`src/rtl/pulse_burst_ctrl.sv`:
```
// Pulse-burst sequencer: delay, then nburst pulses of width tw every tp cycles.
// Optional macro PULSE_BURST_CONT_EN makes nburst==0 a legal continuous-run request.
module pulse_burst_ctrl #(
  parameter int unsigned CW = 16,
  parameter int unsigned NW = 8,
  parameter logic        B0 = 1'b0
) (
  input  logic          clk,
  input  logic          rst,
  input  logic          start,
  input  logic          stop,
  input  logic [CW-1:0] td,
  input  logic [CW-1:0] tw,
  input  logic [CW-1:0] tp,
  input  logic [NW-1:0] nburst,
  output logic          out,
  output logic          outb,
  output logic          busy,
  output logic          done,
  output logic          cfg_err,
  output logic [NW-1:0] pcnt
);

  typedef enum logic [1:0] {IDLE, DELAY, ACT, INACT} state_t;

  state_t        state, state_n;
  logic [CW-1:0] cnt, cnt_n;
  logic [CW-1:0] lat_tw, lat_tw_n;
  logic [CW-1:0] lat_ti, lat_ti_n;
  logic [NW-1:0] lat_n, lat_n_n;
  logic          out_n, busy_n, done_n, cfg_err_n;
  logic [NW-1:0] pcnt_n;
  logic          nb_bad, cfg_bad, last, cnt_zero;
  logic [NW-1:0] pcnt_inc;

`ifdef PULSE_BURST_CONT_EN
  assign nb_bad = 1'b0;
`else
  assign nb_bad = (nburst == '0);
`endif

  assign cfg_bad  = (tw == '0) || (tw >= tp) || nb_bad;
  // lat_n==0 only exists in continuous mode, which never ends on its own
  assign last     = (lat_n != '0) && (pcnt == lat_n);
  assign cnt_zero = (cnt == '0);
  assign pcnt_inc = (pcnt == {NW{1'b1}}) ? pcnt : pcnt + NW'(1);
  assign outb     = ~out;

  always_ff @(posedge clk) begin
    if (rst) begin
      state   <= IDLE;
      cnt     <= '0;
      lat_tw  <= '0;
      lat_ti  <= '0;
      lat_n   <= '0;
      out     <= B0;
      busy    <= 1'b0;
      done    <= 1'b0;
      cfg_err <= 1'b0;
      pcnt    <= '0;
    end else begin
      state   <= state_n;
      cnt     <= cnt_n;
      lat_tw  <= lat_tw_n;
      lat_ti  <= lat_ti_n;
      lat_n   <= lat_n_n;
      out     <= out_n;
      busy    <= busy_n;
      done    <= done_n;
      cfg_err <= cfg_err_n;
      pcnt    <= pcnt_n;
    end
  end

  always_comb begin
    state_n   = state;
    cnt_n     = cnt;
    lat_tw_n  = lat_tw;
    lat_ti_n  = lat_ti;
    lat_n_n   = lat_n;
    out_n     = out;
    busy_n    = busy;
    done_n    = 1'b0;
    cfg_err_n = 1'b0;
    pcnt_n    = pcnt;
    // any busy state: stop aborts with no done and pcnt held
    if (state != IDLE && stop) begin
      state_n = IDLE;
      out_n   = B0;
      busy_n  = 1'b0;
    end else begin
      case (state)
        IDLE: begin
          if (start && !stop) begin
            if (cfg_bad) begin
              cfg_err_n = 1'b1;
            end else begin
              lat_tw_n = tw;
              lat_ti_n = tp - tw;
              lat_n_n  = nburst;
              cnt_n    = td;
              pcnt_n   = '0;
              busy_n   = 1'b1;
              state_n  = DELAY;
            end
          end
        end
        DELAY, INACT: begin
          if (cnt_zero) begin
            state_n = ACT;
            out_n   = ~B0;
            pcnt_n  = pcnt_inc;
            cnt_n   = lat_tw - CW'(1);
          end else begin
            cnt_n = cnt - CW'(1);
          end
        end
        ACT: begin
          if (cnt_zero) begin
            out_n = B0;
            if (last) begin
              state_n = IDLE;
              busy_n  = 1'b0;
              done_n  = 1'b1;
            end else begin
              state_n = INACT;
              cnt_n   = lat_ti - CW'(1);
            end
          end else begin
            cnt_n = cnt - CW'(1);
          end
        end
        default: state_n = IDLE;
      endcase
    end
  end

endmodule

```
`config.mk`:
```
export PLATFORM = sky130hd
export DESIGN_NAME = pulse_burst_ctrl
export DESIGN_NICKNAME = d
export VERILOG_FILES = /design/src/rtl/pulse_burst_ctrl.sv
export SDC_FILE = /design/constraint.sdc
export NUM_CORES = 1
export LEC_CHECK = 0
export BUFFER_PORTS_ARGS = -buffer_cell sky130_fd_sc_hd__buf_2
export CORE_ASPECT_RATIO = 2
export CORE_MARGIN = 2
export CORE_UTILIZATION = 45
export CTS_CLUSTER_DIAMETER = 100
export DETAILED_ROUTE_END_ITERATION = 16
export GPL_TIMING_DRIVEN = 0
export PLACE_DENSITY_LB_ADDON = 0.15
export SKIP_LAST_GASP = 1
export SYNTH_ARGS = -nofsm -noshare
export SYNTH_HDL_FRONTEND = slang
export SYNTH_SLANG_ARGS = --single-unit
```
`constraint.sdc`:
```
create_clock -name clk -period 6.1 [get_ports clk]
set_clock_uncertainty 0.15 [all_clocks]
set_input_delay 0.305 -clock clk [delete_from_list [all_inputs] [get_ports clk]]
set_output_delay 0.305 -clock clk [all_outputs]
set_load 0.1 [all_outputs]
```
## Word level (Yosys, flattened, before mapping)

Cells that the tools add are included.
Widths: inputs -> output; s select.

- Muxes and demuxes: 27
- Bitwise logic cells: 7
- Reductions and logical operators: 25
- Order comparisons: 1
- $add $sub $neg: 5
- Equal/unequal tests: 12

Operators with widths:

| cell | count |
|---|---|
| $mux 16 | 5 |
| $pmux 16 s3 | 1 |
| $sub 16x1->16 const B | 3 |
| $logic_not 16->1 | 2 |
| $mux 8 | 4 |
| $ge 16x16->1 | 1 |
| $pmux 8 s2 | 1 |
| $sub 16x16->16 | 1 |
| $ne 2x2->1 const B | 6 |
| $reduce_and 4->1 | 3 |
| $mux 2 | 5 |
| $add 8x1->8 const B | 1 |
| $eq 8x8->1 | 1 |
| $eq 8x8->1 const B | 1 |
| $logic_not 8->1 | 1 |
| $mux 1 | 8 |
| $reduce_bool 2->1 | 4 |
| $reduce_bool 8->1 | 1 |
| $reduce_or 4->1 | 2 |
| $not 1->1 | 7 |
| $pmux 2 s3 | 1 |
| $reduce_and 6->1 | 1 |
| $reduce_and 5->1 | 1 |
| $eq 2x2->1 const B | 2 |
| other kinds (9) | 14 |

- Flip-flop bits (word level): 70
- Logic and storage cells: 87
- Output and inout port bits: 13

## Logic depth before layout (Yosys ltp)

- Depth after elaboration: 6
- Mapped depth: 12

## Least setup slack after synthesis

No wires, ideal clock.

- Kind: register to register
- Start: register pcnt[2]
- End: register cnt[3]
- Buffers on the path: 2
- Setup time: 0.128 ns
- Arrival time: 2.717 ns
- Slack: 3.106 ns
- Required time: 5.822 ns
- Clock period less this slack: 2.994 ns
- Cell stages (with the launch flop): 10
- Path through: dfxtp_1 -> buf_2 -> xor2_1 -> a2111oi_0 -> o211ai_1 -> or3_4 -> o21ai_4 -> buf_8 -> mux2i_1 -> nor2_1

- Longest elaborated chain between the ends: 4

Ends and longest elaborated chain:

| element | RTL line | RTL |
|---|---|---|
| start, declared | 21 | `output logic [NW-1:0] pcnt` |
| start signal, assigned | 71 | `pcnt <= pcnt_n;` |
| $eq 8x8->1 | 44 | `assign last = (lat_n != '0) && (pcnt == lat_n);` |
| $logic_and 1x1->1 | 44 |  |
| $ne 3x3->1 (no source line) | -- |  |
| $reduce_and 4->1 (no source line) | -- |  |
| end signal, assigned | 63 | `cnt <= cnt_n;` |
| end, declared | 27 | `logic [CW-1:0] cnt, cnt_n;` |

Every way passes these cells.
A chain may end at the register's enable or synchronous reset.

## Final worst setup path

- Start: input tw[0]
- End: register lat_tw[9]

- Longest elaborated chain between the ends: 5
- Elaborated cells on any way between the ends: 6

Ends and longest elaborated chain:

| element | RTL line | RTL |
|---|---|---|
| start, declared | 13 | `input logic [CW-1:0] tw,` |
| $ge 16x16->1 / $logic_not 16->1 (equally long branches) | 42 | `assign cfg_bad = (tw == '0) \|\| (tw >= tp) \|\| nb_bad;` |
| $logic_or 1x1->1 (*) (2 in series) | 42 |  |
| $not 1->1 (no source line) (*) | -- |  |
| $reduce_and 4->1 (no source line) (*) | -- |  |
| end signal, assigned | 64 | `lat_tw <= lat_tw_n;` |
| end, declared | 28 | `logic [CW-1:0] lat_tw, lat_tw_n;` |

Every way passes the cells marked *; elsewhere a longest branch is shown, timed or not.

==> out/qor.txt <==
Boundary Pins -> 73
Hpwl dp -> 12.6 mm
Adder-cell share of the synthesized area -> 5.54%
Min Tclk post-route -> 3120 ps
FP Rows -> 53
Worst min-delay path category -> in2reg
Post-synth top area cell -> sky130_fd_sc_hd__dfxtp_1
Simple logic cell fraction of the synthesized area -> 26.2%
Total wire length after detailed routing -> 15.8 mm
Max capacitance violation total -> 0
Diode count -> 0
Clock transition at the register clock pins on the worst setup and hold paths after CTS -> 60 ps
Leakage -> 2.40 nW
Share of the synthesized area in the top cell type -> 28.7%
# clock sinks -> 70
Parity-gate share of the synthesized area counting xor and xnor cells -> 9.33%
Fraction of the cycle the final worst path needs -> 51.1%
Worst ir drop on vdd -> 0.000213 V
Starting utilization of the core area -> 46.3%
Nature of the critical path endpoint -> flop
Achievable Freq -> 321 MHz
Remaining Overflow, GRT -> 0
Clk Latency, worst-skew pair -> 340 ps
Actual slew at the worst max-slew pin -> 764 ps
Horizontal die dimension -> 77.7 microns
Number of buffers created by CTS -> 9
CORE AREA -> 10500 sq um
Post-CTS setup buffer count -> 0
Area added between synthesis and finish -> 17.8%
Setup TNS after final layout -> 0 ps
Relative slew slack -> 48.6%
Number of design-rule violations left by the first detailed-router iteration -> 179
Post-CTS Hold Fix Bufs -> 0
Required time reported for the critical path endpoint -> 6160 ps
Data arrival time of the critical path -> 3180 ps
Hold-critical path depth -> 3
Non-filler instance count after layout -> 827
IO Port Bufs -> 72
Buffer levels on the longest clock path -> 2
Post-synthesis cell count -> 603
Number of synthesized register bits -> 70
FF-to-FF path depth -> 11
DIE AREA -> 11700 sq um
Ys Warns -> 0
Max-slew violation count -> 0
Total setup violations reported at the end of the flow -> 0
Count of nets left with antenna violations after detail routing -> 0
Tot GR Track Use -> 27.6%
Run status -> finished, final reports clean
Number of global-route vias before repair -> 4880
Die boundary height -> 151 microns
Global-route wire length before repair -> 24.8 mm
Netlist cell types -> 70
DRC violation count after routing -> 0
Number of antenna violations at the first check in global routing -> 0
Count of flip-flops with a built-in enable after synthesis -> 0
Share of cells above drive strength 1 -> 16.7%
TritonCTS clock tree -> yes
Fin util -> 54.5%
Gpl congestion -> 0.908
Post-cts resize count -> 0
Routed via count -> 4862
Post-synthesis instance area -> 4880 sq um
Pin count of the biggest net entering global routing -> 13
Via density -> 5.88
Post-synthesis compound-gate area fraction -> 17.5%
Ranking of synthesized cells by area -> sky130_fd_sc_hd__dfxtp_1 (29%), sky130_fd_sc_hd__nor2_1 (7.0%), sky130_fd_sc_hd__mux2i_1 (7.0%), sky130_fd_sc_hd__ha_1 (5.1%), sky130_fd_sc_hd__xor2_1 (4.8%)
Net count of the mapped netlist -> 684
Largest driver fanout on the critical path -> 10
Combinational family with the most area after synthesis -> simple AND/OR/NAND/NOR gates
Mux contribution to synthesized area -> 7.20%
Path type of the worst setup path -> in2reg
CTS HTree Levels -> 3
Commonest register cell after synthesis -> sky130_fd_sc_hd__dfxtp_1
Count of placed standard cells including taps -> 812
Synth async-reset ratio -> 0%
Share of synthesized area occupied by flip-flops and latches -> 28.7%
Root cell of the clock tree -> sky130_fd_sc_hd__clkbuf_16
Hold violation total from the final report -> 0
Count of nets after finishing -> 767
Worst Hold Slack -> 73.5 ps
Average detailed-routed wire length per instance -> 19.2 microns
Startpoint types -> input pin
Unrepaired setup endpoints after global routing -> false
Count of TritonRoute iterations in the first routing pass -> 5
Avg Inst Size Synth -> 8.10 sq um
Areal power density over the cells -> 298 nW/um^2
[kinds of logic (layout without fill, tap and decap cells)]
logic type,after synthesis,count (layout)
muxes,35,35
xor gates and xnor gates,52,52
DFF,70,70
and+or+nand+nor,240,240
buffers and inverters,59,146
AOI/OAI and AO/OA,126,126
adders and majority gates,21,21
[critical path, cell delays in order]
cell and delay, ps:
sky130_fd_sc_hd__buf_2 120, sky130_fd_sc_hd__ha_1 220, sky130_fd_sc_hd__fa_1 400, sky130_fd_sc_hd__nand2b_1 200, sky130_fd_sc_hd__a211oi_2 420, sky130_fd_sc_hd__o21ai_1 170
sky130_fd_sc_hd__a211oi_2 450, sky130_fd_sc_hd__buf_2 310, sky130_fd_sc_hd__buf_4 280, sky130_fd_sc_hd__mux2i_1 250, sky130_fd_sc_hd__nor2_1 70
[power by group]
part	switching [W]	internal (W)
registers	0.0000363	0.000485
logic	0.000361	0.000227
clock network	0.000209	0.000397
total	0.000606	0.00111
[layout make-up]
| cell class | count | area, sq um |
|---|---|---|
| Buffer | 26 | 150 |
| Clock buffer | 9 | 225 |
| Clock inverter | 6 | 111 |
| Fill cell | 1005 | 4790 |
| Inverter | 33 | 124 |
| Multi-Input combinational cell | 474 | 3210 |
| Sequential cell | 70 | 1400 |
| Tap cell | 137 | 171 |
| Timing Repair Buffer | 72 | 360 |
[state kept, by name, summed over array words and instances, names as in the netlist]
signal / cells
cnt: 16
lat_ti: 16
lat_tw: 16
lat_n: 8
pcnt: 8
state: 2
busy: 1
cfg_err: 1
done: 1
out: 1
[final timing paths]
path                                 from         to  slack (ps)
worst min register to register       busy       busy         360
worst max register to register     cnt[0]     cnt[8]        3170
worst min-delay path            nburst[6]   lat_n[6]          70
worst max-delay path                tw[0]  lat_tw[9]        2980
[synthesized netlist by cell type (4+ instances only)]
master and n:
sky130_fd_sc_hd__a21oi_1 30, sky130_fd_sc_hd__a211oi_1 17, sky130_fd_sc_hd__or3_1 8, sky130_fd_sc_hd__o22ai_1 4, sky130_fd_sc_hd__nand3b_1 10, sky130_fd_sc_hd__nand2b_1 4
sky130_fd_sc_hd__a221oi_1 4, sky130_fd_sc_hd__o21a_1 6, sky130_fd_sc_hd__nor3_1 27, sky130_fd_sc_hd__nand3_1 7, sky130_fd_sc_hd__dfxtp_1 70, sky130_fd_sc_hd__inv_1 33
sky130_fd_sc_hd__nor4_1 16, sky130_fd_sc_hd__clkbuf_1 15, sky130_fd_sc_hd__ha_1 20, sky130_fd_sc_hd__xnor2_1 25, sky130_fd_sc_hd__mux2i_1 34, sky130_fd_sc_hd__buf_2 4
sky130_fd_sc_hd__nor2_1 91, sky130_fd_sc_hd__nand2_1 34, sky130_fd_sc_hd__xor2_1 27, sky130_fd_sc_hd__o21ai_0 22, sky130_fd_sc_hd__nand4b_1 4, sky130_fd_sc_hd__nand4_1 9
sky130_fd_sc_hd__o31ai_1 5, sky130_fd_sc_hd__o211ai_1 6, sky130_fd_sc_hd__nor2b_1 6
[per-layer routing]
metal / global-route usage [%] / routed length, microns / up-vias
li1: - / - / 2357
met1: 25.6 / 5440 / 2293
met2: 53.4 / 8850 / 156
met3: 4.29 / 610 / 56
met4: 19.3 / 940 / 0
met5: 0 / 0 / -
[stage by stage]
| step | power (W) | setup slack, ps | instance area (sq um) |
|---|---|---|---|
| 4_1_cts | 0.00171 | 3030 | 5750 |
| 5_1_grt | 0.00179 | 2840 | 5750 |
| 2_1_floorplan | 0.000948 | 3110 | 4880 |
| 3_5_place_dp | 0.00111 | 2720 | 5410 |
| 3_3_place_gp | 0.00110 | 2700 | 5410 |
| 6_report | 0.00172 | 2980 | 5750 |
[layout by cell type (no fill, tap or decap), types with 10 or more instances in the layout]
master and count:
sky130_fd_sc_hd__nand2_1 34, sky130_fd_sc_hd__o21ai_0 22, sky130_fd_sc_hd__nand3b_1 10, sky130_fd_sc_hd__dfxtp_1 70, sky130_fd_sc_hd__a21oi_1 30, sky130_fd_sc_hd__nor3_1 27
sky130_fd_sc_hd__xor2_1 27, sky130_fd_sc_hd__xnor2_1 25, sky130_fd_sc_hd__mux2i_1 34, sky130_fd_sc_hd__nor2_1 91, sky130_fd_sc_hd__clkbuf_1 15, sky130_fd_sc_hd__inv_1 33
sky130_fd_sc_hd__a211oi_1 17, sky130_fd_sc_hd__ha_1 20, sky130_fd_sc_hd__buf_2 76, sky130_fd_sc_hd__nor4_1 16
Note: power is estimated with default switching activity, not from simulation.
